**config.mk**
```make
export PLATFORM = sky130hd
export DESIGN_NAME = memory_arbiter_flat
export DESIGN_NICKNAME = d
export VERILOG_FILES = /design/src/rtl/cpu_types_pkg.sv /design/src/rtl/memory_arbiter_if.sv /design/src/rtl/memory_arbiter_wait_counter.sv /design/src/rtl/memory_arbiter.sv /design/src/flat_wrapper.sv
export SDC_FILE = /design/constraint.sdc
export NUM_CORES = 1
export LEC_CHECK = 0
export ABC_AREA = 1
export CAP_MARGIN = 20
export CORE_MARGIN = 8
export CORE_UTILIZATION = 41
export DETAILED_ROUTE_END_ITERATION = 8
export MAX_ROUTING_LAYER = met4
export PLACE_DENSITY = 0.88
export SYNTH_ARGS = -nofsm -noshare
export SYNTH_HDL_FRONTEND = slang
export SYNTH_HIERARCHICAL = 1
export SYNTH_SLANG_ARGS = --single-unit
```
**constraint.sdc**
```tcl
create_clock -name CLK -period 1.6 [get_ports CLK]
set_input_delay 0.16 -clock CLK [delete_from_list [all_inputs] [get_ports CLK]]
set_output_delay 0.16 -clock CLK [all_outputs]
set_load 0.05 [all_outputs]
```
**src/rtl/cpu_types_pkg.sv**
```systemverilog
// Shared types for the datapath memory-request protocol.
package cpu_types_pkg;

  typedef enum logic [1:0] {
    FREE   = 2'd0,
    BUSY   = 2'd1,
    ACCESS = 2'd2,
    ERROR  = 2'd3
  } ramstate_t;

  typedef logic [31:0] word_t;

  typedef enum logic [1:0] {
    IDLE,
    IACC,
    DACC,
    RESP
  } arb_state_t;

  // Response word returned when an access errors out or times out.
  localparam word_t BAD_WORD = 32'hBAD1_BAD1;

endpackage

```
**src/rtl/memory_arbiter_if.sv**
```systemverilog
// Request/response bundle between the CPU-side request logic, the arbiter and the RAM.
interface memory_arbiter_if #(
  parameter int ADDR_W = 32,
  parameter int DATA_W = 32
);
  import cpu_types_pkg::*;

  logic              iREN;
  logic [ADDR_W-1:0] iaddr;
  logic [DATA_W-1:0] iload;
  logic              ihit;

  logic              dREN;
  logic              dWEN;
  logic [ADDR_W-1:0] daddr;
  logic [DATA_W-1:0] dstore;
  logic [DATA_W-1:0] dload;
  logic              dhit;

  logic              ramREN;
  logic              ramWEN;
  logic [ADDR_W-1:0] ramaddr;
  logic [DATA_W-1:0] ramstore;
  logic [DATA_W-1:0] ramload;
  ramstate_t         ramstate;

  logic              merr;

  // Arbiter view.
  modport slave (
    input  iREN, iaddr, dREN, dWEN, daddr, dstore, ramload, ramstate,
    output iload, ihit, dload, dhit, ramREN, ramWEN, ramaddr, ramstore, merr
  );

  // Environment view (request unit + RAM).
  modport master (
    output iREN, iaddr, dREN, dWEN, daddr, dstore, ramload, ramstate,
    input  iload, ihit, dload, dhit, ramREN, ramWEN, ramaddr, ramstore, merr
  );

endinterface

```
**src/rtl/memory_arbiter_wait_counter.sv**
```systemverilog
// Saturating RAM wait-state counter; flags when the wait budget is used up.
module wait_counter #(
  parameter int LIMIT = 16,
  localparam int W    = $clog2(LIMIT + 1)
) (
  input  logic CLK,
  input  logic nRST,
  input  logic clr,
  input  logic en,
  output logic expired
);

  logic [W-1:0] count;

  assign expired = (count == W'(LIMIT));

  // Count stalled cycles, holding at LIMIT instead of wrapping.
  always_ff @(posedge CLK or negedge nRST) begin
    if (!nRST)                count <= '0;
    else if (clr)             count <= '0;
    else if (en && !expired)  count <= count + 1'b1;
  end

endmodule

```
**src/rtl/memory_arbiter.sv**
```systemverilog
// Serialises instruction and data requests onto a single-ported RAM with
// alternating priority, wait-state handling and a timeout/error path.
module memory_arbiter
  import cpu_types_pkg::*;
#(
  parameter int ADDR_W  = 32,
  parameter int DATA_W  = 32,
  parameter int TIMEOUT = 16
) (
  input logic              CLK,
  input logic              nRST,
  memory_arbiter_if.slave  bus
);

  arb_state_t        state;
  logic              last_d;
  logic              is_d;
  logic              is_wr;
  logic              expired;
  logic              take_d;
  logic              take_i;
  logic              fin;
  logic              err;
  logic [DATA_W-1:0] resp_q;
  logic [DATA_W-1:0] resp_nxt;
  logic [ADDR_W-1:0] grant_addr;

  wait_counter #(.LIMIT(TIMEOUT)) u_wait (
    .CLK     (CLK),
    .nRST    (nRST),
    .clr     (state == IDLE),
    .en      ((state == IACC || state == DACC) && bus.ramstate != ACCESS),
    .expired (expired)
  );

  // Grant: data by default, instruction when the previous grant was data.
  always_comb begin
    take_d     = (bus.dREN | bus.dWEN) & (~bus.iREN | ~last_d);
    take_i     = bus.iREN & ~take_d;
    grant_addr = take_d ? bus.daddr : bus.iaddr;
  end

  // Completion decode: RAM done, or error/timeout substitutes the bad word.
  always_comb begin
    fin      = 1'b0;
    err      = 1'b0;
    resp_nxt = resp_q;
    if (bus.ramstate == ACCESS) begin
      fin = 1'b1;
      if (!is_wr) resp_nxt = bus.ramload;
    end else if (bus.ramstate == ERROR || expired) begin
      fin      = 1'b1;
      err      = 1'b1;
      resp_nxt = DATA_W'(BAD_WORD);
    end
  end

  // Access sequencer with registered RAM strobes and hit pulses.
  always_ff @(posedge CLK or negedge nRST) begin
    if (!nRST) begin
      state        <= IDLE;
      last_d       <= 1'b0;
      is_d         <= 1'b0;
      is_wr        <= 1'b0;
      resp_q       <= '0;
      bus.iload    <= '0;
      bus.ihit     <= 1'b0;
      bus.dload    <= '0;
      bus.dhit     <= 1'b0;
      bus.ramREN   <= 1'b0;
      bus.ramWEN   <= 1'b0;
      bus.ramaddr  <= '0;
      bus.ramstore <= '0;
      bus.merr     <= 1'b0;
    end else begin
      case (state)
        IDLE: begin
          if (take_d || take_i) begin
            // Latch the request; CPU-side inputs are ignored until the next grant.
            is_d         <= take_d;
            is_wr        <= take_d & bus.dWEN;
            bus.ramaddr  <= grant_addr;
            bus.ramstore <= take_d ? bus.dstore : '0;
            bus.ramREN   <= ~(take_d & bus.dWEN);
            bus.ramWEN   <= take_d & bus.dWEN;
            state        <= take_d ? DACC : IACC;
          end
        end
        IACC, DACC: begin
          if (fin) begin
            bus.ramREN <= 1'b0;
            bus.ramWEN <= 1'b0;
            resp_q     <= resp_nxt;
            if (is_d) begin
              bus.dhit  <= 1'b1;
              bus.dload <= resp_nxt;
            end else begin
              bus.ihit  <= 1'b1;
              bus.iload <= resp_nxt;
            end
            if (err) bus.merr <= 1'b1;
            state <= RESP;
          end
        end
        RESP: begin
          bus.ihit <= 1'b0;
          bus.dhit <= 1'b0;
          last_d   <= is_d;
          state    <= IDLE;
        end
        default: state <= IDLE;
      endcase
    end
  end

endmodule

```
**src/flat_wrapper.sv**
```systemverilog
// flat-port wrapper written by rule: the top's interface ports become plain ports
module memory_arbiter_flat import cpu_types_pkg::*;
#(
  parameter int ADDR_W  = 32,
  parameter int DATA_W  = 32,
  parameter int TIMEOUT = 16
)
  (CLK, nRST, bus_iREN, bus_iaddr, bus_dREN, bus_dWEN, bus_daddr, bus_dstore, bus_ramload, bus_ramstate, bus_iload, bus_ihit, bus_dload, bus_dhit, bus_ramREN, bus_ramWEN, bus_ramaddr, bus_ramstore, bus_merr);
  memory_arbiter_if #(.ADDR_W(ADDR_W), .DATA_W(DATA_W)) bus_i ();
  input logic CLK;
  input logic nRST;
  input wire logic [$bits(bus_i.iREN)-1:0] bus_iREN;
  input wire logic [$bits(bus_i.iaddr)-1:0] bus_iaddr;
  input wire logic [$bits(bus_i.dREN)-1:0] bus_dREN;
  input wire logic [$bits(bus_i.dWEN)-1:0] bus_dWEN;
  input wire logic [$bits(bus_i.daddr)-1:0] bus_daddr;
  input wire logic [$bits(bus_i.dstore)-1:0] bus_dstore;
  input wire logic [$bits(bus_i.ramload)-1:0] bus_ramload;
  input wire logic [$bits(bus_i.ramstate)-1:0] bus_ramstate;
  output wire logic [$bits(bus_i.iload)-1:0] bus_iload;
  output wire logic [$bits(bus_i.ihit)-1:0] bus_ihit;
  output wire logic [$bits(bus_i.dload)-1:0] bus_dload;
  output wire logic [$bits(bus_i.dhit)-1:0] bus_dhit;
  output wire logic [$bits(bus_i.ramREN)-1:0] bus_ramREN;
  output wire logic [$bits(bus_i.ramWEN)-1:0] bus_ramWEN;
  output wire logic [$bits(bus_i.ramaddr)-1:0] bus_ramaddr;
  output wire logic [$bits(bus_i.ramstore)-1:0] bus_ramstore;
  output wire logic [$bits(bus_i.merr)-1:0] bus_merr;
  assign bus_i.iREN = bus_iREN;
  assign bus_i.iaddr = bus_iaddr;
  assign bus_i.dREN = bus_dREN;
  assign bus_i.dWEN = bus_dWEN;
  assign bus_i.daddr = bus_daddr;
  assign bus_i.dstore = bus_dstore;
  assign bus_i.ramload = bus_ramload;
  assign bus_i.ramstate = bus_ramstate;
  assign bus_iload = bus_i.iload;
  assign bus_ihit = bus_i.ihit;
  assign bus_dload = bus_i.dload;
  assign bus_dhit = bus_i.dhit;
  assign bus_ramREN = bus_i.ramREN;
  assign bus_ramWEN = bus_i.ramWEN;
  assign bus_ramaddr = bus_i.ramaddr;
  assign bus_ramstore = bus_i.ramstore;
  assign bus_merr = bus_i.merr;
  memory_arbiter #(.ADDR_W(ADDR_W), .DATA_W(DATA_W), .TIMEOUT(TIMEOUT)) u_core (.CLK(CLK), .nRST(nRST), .bus(bus_i));
endmodule
```
---- Word-level counts from Yosys, hierarchy flattened ----
Index checks and enable logic that the tools add are counted.
word-level totals
  register bits ........................... 175
  latch bits .............................. 0
  memory bits (writable) .................. 0
  bits in read-only memories .............. 0
  bits of input ports ..................... 135
  logic and storage cells ................. 82
  memories ................................ 0
cells by class
  $add $sub $neg .......................... 1
  multiply operators ...................... 0
  divide/modulo/power cells ............... 0
  order comparisons ....................... 0
  equal/unequal tests ..................... 11
  shift-type cells ........................ 0
  multiplexer cells ....................... 25
  bitwise logic cells ..................... 10
  reductions and logical operators ........ 20
operator list
  kind                                                 count
  two-way mux 32 bit                                   5
  AND reduction 3 bit                                  6
  two-way mux 1 bit                                    10
  two-way mux 5 bit                                    2
  equality test 2 bit, second input constant           4
  case mux 1 bit (2 select lines)                      4
  two-way mux 2 bit                                    3
  != test 2 x 1 -> 1 bit, second input constant        3
  case mux 2 bit (3 select lines)                      1
  AND reduction 2 bit                                  3
  nonzero test 2 bit                                   3
  adder 5 x 1 -> 5 bit, second input constant          1
  equality test 5 bit, second input constant           1
  inverter 1 bit                                       5
  != test 2 bit, second input constant                 2
  AND 1 bit                                            3
  logical OR 1 bit                                     3
  equality test 2 x 1 -> 1 bit, second input constant  1
  logical AND 1 bit                                    2
  logical NOT 2 bit                                    1
  bitwise OR 1 bit                                     2
  OR reduction 2 bit                                   1
  logical NOT 1 bit                                    1

---- Longest topological paths before layout ----
  depth in word-level cells ............... 8
  gate-level depth with buffers ........... 13
  depth with buffers taken out ............ 12

---- Modules after synthesis ----
The synthesis kept the hierarchy.
modules (own cells, without submodules)
  module          instances  cells an instance  area each (µm²)
  memory_arbiter  1          933                7,408.4
  wait_counter    1          41                 341.6

---- Least setup slack after synthesis ----
Ideal clock, no wire load.
  path type ............................... reg2reg
  from .................................... register u_core.u_wait.count[0]
  to ...................................... register u_core.bus.iload[24]
  library setup time ...................... 0.123 ns
  arrival time ............................ 1.581 ns
  required time ........................... 1.477 ns
  slack ................................... -0.103 ns
  stages on the path, launching flop included .. 14
  path through ............................ dfrtp_1 -> inv_1 -> ha_1 -> nand2_1 -> inv_1 -> nand2_2 -> inv_1 -> nor2_4 -> nor2_4 -> inv_2 -> buf_4 -> buf_6 -> nand2_1 -> o21ai_1
between the ends
  cells in the longest elaborated chain, start to end .. 5
  elaborated cells between the ends (all ways) .. 7
  classes of those cells .................. 1 x eq/ne; 4 x mux; 2 x reduce/logical
RTL lines
  item                                  line                               text
  from (decl)                           memory_arbiter_wait_counter.sv:13  logic [W-1:0] count;
  from (signal assigned)                memory_arbiter_wait_counter.sv:21  else if (en && !expired) count <= count + 1'b1;
  equality test 5 bit *                 memory_arbiter_wait_counter.sv:15  assign expired = (count == W'(LIMIT));
  via u_core.expired                    memory_arbiter.sv:19               logic expired;
  logical OR 1 bit *                    memory_arbiter.sv:51               end else if (bus.ramstate == ERROR || expired) begin
  two-way mux 1 bit                     memory_arbiter.sv:51
  two-way mux 1 bit                     memory_arbiter.sv:48               if (bus.ramstate == ACCESS) begin
  AND reduction 3 bit (no source line)  n/a
  to (signal assigned)                  memory_arbiter.sv:99               bus.iload <= resp_nxt;
  to (decl)                             memory_arbiter_if.sv:32            output iload, ihit, dload, dhit, ramREN, ramWEN, ramaddr, ramstore, merr
Mark *: on every way through the listed nets, which the timed path passes. The rest lies on a longest branch.
A chain may end at the register's enable or synchronous reset.

---- Final worst setup path ----
  from .................................... register u_core.u_wait.count[1]
  to ...................................... register u_core.bus.dload[10]
between the ends
  cells in the longest elaborated chain, start to end .. 5
  elaborated cells between the ends (all ways) .. 7
  classes of those cells .................. 1 x eq/ne; 4 x mux; 2 x reduce/logical
RTL lines
  item                                  line                               text
  equality test 5 bit *                 memory_arbiter_wait_counter.sv:15
  via u_core.expired                    memory_arbiter.sv:19
  logical OR 1 bit *                    memory_arbiter.sv:51
  two-way mux 1 bit                     memory_arbiter.sv:51
  two-way mux 1 bit                     memory_arbiter.sv:48
  AND reduction 3 bit (no source line)  n/a
  to (signal assigned)                  memory_arbiter.sv:96               bus.dload <= resp_nxt;
  to (decl)                             memory_arbiter_if.sv:32
Marked as above.

==> metrics.md <==
| Metric | Value |
|---|---|
| Synth Net Count | `1113` |
| Critical path endpoint category | `flip-flop` |
| WP data required | `1.92 ns` |
| Initial DRC count | `448` |
| Pleak | `6.08 nW` |
| Clock sink count | `175` |
| Final Skew | `0.0137 ns` |
| RSZ-0062 raised after global routing | `yes` |
| Placed cell area | `10600 sq um` |
| Initial antenna violation count | `0` |
| I/O Buffers | `267` |
| Placement Rows | `50` |
| IO Pins | `268` |
| Worst EP arrival | `1.97 ns` |
| GRT Total Usage | `0.204` |
| Starting Density | `0.416` |
| Worst reg-to-reg setup slack | `-0.05 ns` |
| Via count | `7355` |
| Run status | `complete, but fails checks` |
| Clock Latency Late Sink | `0.42 ns` |
| Worst Max-Slew Pin Slew | `0.417 ns` |
| Slew Limit Fails | `0` |
| Synthesized area | `7750 sq um` |
| Drc violations | `0` |
| Number of synthesized flops with an enable pin | `0` |
| CTS tree | `yes` |
| Crit path time final | `1.65 ns` |
| Largest net degree at the start of global routing | `74` |
| Die ar. | `23600 sq um` |
| Hold/Removal Path Class | `input pin to flip-flop` |
| Headroom to the max-slew limit | `0.722` |
| # diodes | `0` |
| Final hold vios | `0` |
| WL per Instance | `16.3 um` |
| TritonRoute pass-1 iters | `5` |
| Yosys top cell area share | `0.565` |
| Area delta synth->final | `50.3%` |
| Fin crit share | `1.03` |
| Fmax | `0.606 GHz` |
| Total grt overflow | `0` |
| Synthesized netlist cell count | `974` |
| Global-route wire length before repair | `37900 um` |
| Die width | `153 um` |
| Setup slack at placement | `-0.0562 ns` |
| Worst Setup Path Type | `flip-flop to flip-flop` |
| DR vias/cell | `4.86` |
| Max-cap violations | `0` |
| CTS max path bufs | `2` |
| Core area | `18600 sq um` |
| CTS Root Cell | `clkbuf_16` |
| Leading area contributor after synthesis | `dfrtp_1` |
| Startpoint class of the critical path | `flip-flop` |
| Post-DRT Antenna Nets | `0` |
| Final nets | `1405` |
| Vias in the first global route | `7275` |
| Sequential cell area fraction in the yosys report | `0.565` |
| Routed WL | `24700 um` |
| Fin worst setup slack | `-0.0508 ns` |
| H-tree levels | `4` |
| Worst VDD drop | `1190 uV` |
| Commonest non-fill, non-tap cell in the layout | `nand2_1` |
| Synthesis Warnings | `6` |
| Clk pin slew, worst setup/hold paths | `0.07 ns` |
| Die Ht | `153 um` |
| Post-layout instance area | `11600 sq um` |
| Worst-path maximum fanout | `9` |
| Share of cells above drive strength 1 | `0.222` |
| Syn avg cell area | `7.96 sq um` |
| Most frequent cells in the layout | `nand2_1, dfrtp_1, buf_4` |
| Most used DFF post-synth | `dfrtp_1` |
| FF+latch count, synth | `175` |
| Final setup viols | `2` |
| PD cells | `2380 nW/um^2` |
| Post-synth cell types | `24` |
| Synth area leaders | `dfrtp_1, nand2_1, nand3_1` |
| Failing checks | `negative setup slack` |
| Placer Congestion | `0.798` |
| Ys async rst share | `1.00` |
| Post-DP HPWL | `17100 um` |
| CTS buffer count | `17` |
[sequential cells by signal, summed over array words and instances (netlist names)]
name / flops
u_core/bus.ihit: 1
u_core/bus.dload: 32
u_core/resp_q: 32
u_core/bus.ramaddr: 32
u_core/is_d: 1
u_core/bus.ramREN: 1
u_core/state: 2
u_core/is_wr: 1
u_core/bus.ramstore: 32
u_core/last_d: 1
u_core/bus.iload: 32
u_core/bus.dhit: 1
u_core/bus.ramWEN: 1
u_core/u_wait/count: 5
u_core/bus.merr: 1
[synthesized netlist by cell type (all sizes together), types with 2 or more instances]
| library cell | count |
|---|---|
| buf | 37 |
| o21ai | 51 |
| inv | 26 |
| nand4 | 4 |
| a21oi | 2 |
| clkbuf | 13 |
| nand3 | 61 |
| ha | 4 |
| nand2 | 585 |
| nor2 | 12 |
| dfrtp | 175 |
[path summary, 6_finish.rpt]
check / cells after the start / to / startpoint
min: 3 / u_core/bus.ramstore[11] / bus_dstore[11]
min reg2reg: 2 / u_core/bus.ramstore[26] / u_core/bus.ramstore[26]
min in group asynchronous: 3 / u_core/bus.iload[14] / nRST
max: 11 / u_core/bus.dload[10] / u_core/u_wait/count[1]
max reg2reg: 11 / u_core/bus.dload[10] / u_core/u_wait/count[1]
max in group asynchronous: 3 / u_core/bus.ramstore[18] / nRST
[power by group]
group,total (mW),switching [mW],internal [mW]
Sequential,7.61,1.19,6.42
Clock,4.23,1.87,2.36
Combinational,15.8,10.6,5.26
Total,27.7,13.6,14.0
[metrics by stage]
stage | total power [mW] | utilization | std cells | hold WS, ns | TNS (ns)
floorplan | 17.2 | - | 974 | -0.136 | -0.0108
global placement | 22.0 | 0.570 | 1468 | 0.155 | 0
detailed placement | 22.4 | 0.570 | 1468 | 0.160 | -0.0658
CTS | 26.7 | 0.603 | 1502 | 0.249 | 0
global route | 29.3 | 0.625 | 1513 | 0.263 | -7.45
finish | 27.7 | 0.625 | 1513 | 0.269 | -0.0628
[logic make-up (layout without fill, tap and decap cells)]
| kind of cell | count (synthesis) | in the layout | synth area share |
|---|---|---|---|
| and+or+nand+nor | 662 | 662 | 0.338 |
| DFF | 175 | 175 | 0.565 |
| buffers and inverters | 77 | 382 | 0.0510 |
| AOI/OAI and AO/OA | 55 | 55 | 0.0381 |
| adders and majority gates | 4 | 4 | 0.00646 |
| xor gates and xnor gates | 1 | 1 | 0.00113 |
[metal layers]
metal / wire length [um] / part of all wire / global-route usage
met1: 10200 / 0.41 / 0.249
met4: 433 / 0.018 / 0.0551
met3: 1850 / 0.075 / 0.0578
met5: 0 / 0 / -
met2: 12200 / 0.49 / 0.328
[cell type report]
type | count | area [sq um]
clock buffer | 18 | 429
clock inverter | 14 | 171
fill | 1529 | 7000
inverter | 27 | 130
multi-input combinational | 722 | 3130
sequential | 175 | 4380
tap | 234 | 293
timing repair buffer | 323 | 3110
[worst max-delay path, cell delays in order (launching register included)]
cell and delay (ns):
dfrtp_1 0.39, inv_2 0.07, ha_1 0.13, nand2_1 0.04
inv_1 0.06, nand2_2 0.05, inv_2 0.06, nor2_4 0.06
nor2_4 0.15, clkinv_4 0.13, buf_12 0.17, o21ai_1 0.24
[repair_timing]
item                                    CTS  global route
hold endpoints to repair                175             0
endpoints found under the setup margin    8           164
hold buffers                              1             0
setup buffers                             1             1
resized for setup                         3            90
pin swaps                                 0             7
gates cloned                              0            10
Note: power is estimated with default switching activity, not from simulation.
==> variant 1: new RTL, same flow settings <==
`TIMEOUT` is set to 16 in 2 places; all go to 32.
--- a/src/rtl/memory_arbiter.sv
+++ b/src/rtl/memory_arbiter.sv
@@ -5,7 +5,7 @@
 #(
   parameter int ADDR_W  = 32,
   parameter int DATA_W  = 32,
-  parameter int TIMEOUT = 16
+  parameter int TIMEOUT = 32
 ) (
   input logic              CLK,
   input logic              nRST,
--- a/src/flat_wrapper.sv
+++ b/src/flat_wrapper.sv
@@ -3,7 +3,7 @@
 #(
   parameter int ADDR_W  = 32,
   parameter int DATA_W  = 32,
-  parameter int TIMEOUT = 16
+  parameter int TIMEOUT = 32
 )
   (CLK, nRST, bus_iREN, bus_iaddr, bus_dREN, bus_dWEN, bus_daddr, bus_dstore, bus_ramload, bus_ramstate, bus_iload, bus_ihit, bus_dload, bus_dhit, bus_ramREN, bus_ramWEN, bus_ramaddr, bus_ramstore, bus_merr);
   memory_arbiter_if #(.ADDR_W(ADDR_W), .DATA_W(DATA_W)) bus_i ();
Behaviour: no difference found for any inputs over 4 cycles, from zero or initial values and one cycle with nRST low; that may be too few to reach the edited logic, so the function may still have changed.
==> variant 1 against the unedited design <==
- clock skew about the same
- count of clock-buffer cells in the layout up 3
- sequential cell count up 1
- design area down 2.7%
- combinational power down 6%
- utilization down 1.9 points
- setup slack better by 0.11 ns
- routed wire length down 2.8%
- synthesized area up 0.61%
- total power down 4.1%
- via count up 0.68%
- clock power about the same
- synthesized cell count up 1.3%
- largest cell class unchanged
==> variant 1: results <==
[run_status]
outcome = "complete, no violations"

[synthesis]
yosysSeqAreaShare_pct = 56.48
syn-num-nets = 1126
ys_seq_elements = 176
synthCells = 987

[global_route]
grt_pass1_vias = 7449
grt_max_degree = 48
met2_usage_pct = 33.74
grt_util_all_layers_pct = 20.58
grt_pass1_wl_um = 38130

[detailed_routing]
routed-wl-met3_um = 1677
wl_met1_um = 9889
routed_wl_um = 24010
via_per_inst = 4.901
wl_met2_um = 11830
vias = 7405
dr.first_iter.drc_count = 398

[timing]
fin_hold_ws_ns = 0.2277
skew_ns = 0.01331
slew_headroom_pct = 72.94

[critical_path]
reg2regPathDepth = 10
r2r-end = "u_core/resp_q[5]"
r2r_setup_slack_ns = 0.06
cp_max_fo = 15
crit_start = "u_core/u_wait/count[0]"
critPathTopFamily = "simple AND/OR/NAND/NOR gates"

[final_layout]
num-multi-input-gates = 733
regArea_mm2 = 0.004404
final-nonclk-buf-share_pct = 25.18
final_cell_area_mm2 = 0.01133
multi_input_area_share_pct = 27.07
syn_to_final_growth_pct = 45.28
clock_buffer_count = 21
drive_above_1_share_pct = 18.17
fill_cells = 1560

[placed_design]
dp_hpwl_um = 17500
place_ws_ns = -0.03373
globalplace.congestion = 0.8469

[hold_path]
holdCritPathClass = "input port to async pin"

[power_and_ir_drop]
p_leak_nw = 5.963
cell_internal_pwr_w = 0.01348
sw_frac_of_total_pct = 49.23
variant 1: changes by cell type in the layout (fill, tap and decap cells not counted), moves of 10 or more:
cell / change
nand2_1: +37
nand2_2: -23
o21ai_0: +18
o21ai_1: -11
o21ai_2: -10
variant 1: logic make-up (layout without fill, tap and decap cells):
family	count (synthesis)	after routing	share of synthesized area [%]
AO/OA/AOI/OAI	53	53	3.594
XOR/XNOR	1	1	0.1123
adder cells (fa/ha/maj)	4	4	0.6419
buffers and inverters	78	368	4.958
flip-flops	176	176	56.48
AND/OR/NAND/NOR	675	675	34.21
variant 1: timing repair:
action	4_1_cts	5_1_grt
hold buffers	1	0
endpoints found under the setup margin	10	163
gates cloned	0	3
hold endpoints to repair	35	0
resized for setup	2	27
pin swaps	0	4
setup buffers	0	3
==> variant 2: new RTL, config.mk and constraints unchanged <==
Made on the original files. Encoding of `arb_state_t`: now Gray code (2 bits for 4 states).
--- a/src/rtl/cpu_types_pkg.sv
+++ b/src/rtl/cpu_types_pkg.sv
@@ -11,10 +11,10 @@
   typedef logic [31:0] word_t;
 
   typedef enum logic [1:0] {
-    IDLE,
-    IACC,
-    DACC,
-    RESP
+    IDLE = 2'b00,
+    IACC = 2'b01,
+    DACC = 2'b11,
+    RESP = 2'b10
   } arb_state_t;
 
   // Response word returned when an access errors out or times out.
Formal check against the unedited RTL: no difference found for any inputs over 4 cycles, from zero or initial values and one cycle with nRST low; so few cycles prove little.
==> variant 2 against the unedited design <==
- first-iteration DRC count down 12%
- sequential cell count unchanged
- setup slack better by 0.074 ns
- die area up 2.2%
- routed wire length down 0.56%
- design area up 1.3%
- final cell count up 5.0%
- maximum frequency up 4.7%
- count of clock-buffer cells in the layout up 1
- synthesized area up 2.5%
- non-clock buffer count down 7
- utilization down 1.1 points
- total power down 4.1%
- largest cell class unchanged
==> variant 2: results <==
[final_layout]
clock_buffer_count = 19
num_antenna_cells = 1
seq_area_share_pct = 37.14
n_all_inverters = 104
final-nonclk-buf-share_pct = 25.47
n_all_buffers = 316
clock_area_share_pct = 4.881
num-multi-input-gates = 695
fin_cells = 1588
fill_cells = 1605

[global_route]
grtUsageMet3_pct = 6.408
grt_pass1_wl_um = 37790
grt_util_all_layers_pct = 20.21
met2_usage_pct = 33.36
grtUsageMet1_pct = 23.46
grt_max_degree = 46

[critical_path]
r2r-end = "u_core/bus.dload[26]"
r2r_setup_slack_ns = 0.02
cp_max_fo = 7
arrival_ns = 1.88
reg2regPathDepth = 12

[placed_design]
post_dp_cell_area_mm2 = 0.01086
dp_hpwl_um = 17940
place_ws_ns = -0.03288
globalplace.congestion = 0.8374

[timing]
skew_ns = 0.01003
final.setup.worst_slack_ns = 0.02299

[synthesis]
syn_area_per_cell_um2 = 7.724
ys_top_cells_by_count = "495 x nand2_1, 175 x dfrtp_1, 124 x nand3_1"
yosys-top-cells-area = "dfrtp_1 55%, nand2_1 23%, nand3_1 7.8%"

[detailed_routing]
routed_wl_um = 24570
wl_met2_um = 12160
routed-wl-met3_um = 2125

[die]
rows = 51

[hold_path]
holdCritPathClass = "input port to async pin"

[power_and_ir_drop]
p_leak_nw = 6.278
power_frac_comb_pct = 55.7

[run_status]
outcome = "complete, no violations"
variant 2: cell types whose count changed in the layout (fill, tap and decap cells not counted), sizes merged, moves of 2 or more:
cell and delta:
buf -5, inv +75, nor2 +7, ha -2, o21ai -9, nand3 +63
nand2 -87, clkinv +2
variant 2: what timing repair did:
action / in CTS / in global routing
setup buffers: 0 / 2
pin swaps: 1 / 8
resized for setup: 3 / 76
endpoints found under the hold margin: 38 / 0
gates cloned: 0 / 7
setup endpoints to repair: 8 / 78
hold buffers: 1 / 0
variant 2: critical path: cells and delay by family, from the launching register on:
kind                     cells  cell delay, ns
buffers and inverters        5            0.56
flip-flops                   1            0.40
adder cells (fa/ha/maj)      1            0.12
AO/OA/AOI/OAI                1            0.06
AND/OR/NAND/NOR              5            0.34
variant 2: logic make-up after synthesis:
| family | share of synthesized area (%) |
|---|---|
| compound gates | 3.089 |
| xor+xnor | 0.1103 |
| fa+ha+maj | 0.3151 |
| buf+inv | 8.241 |
| flops | 55.15 |
| simple gates | 33.09 |
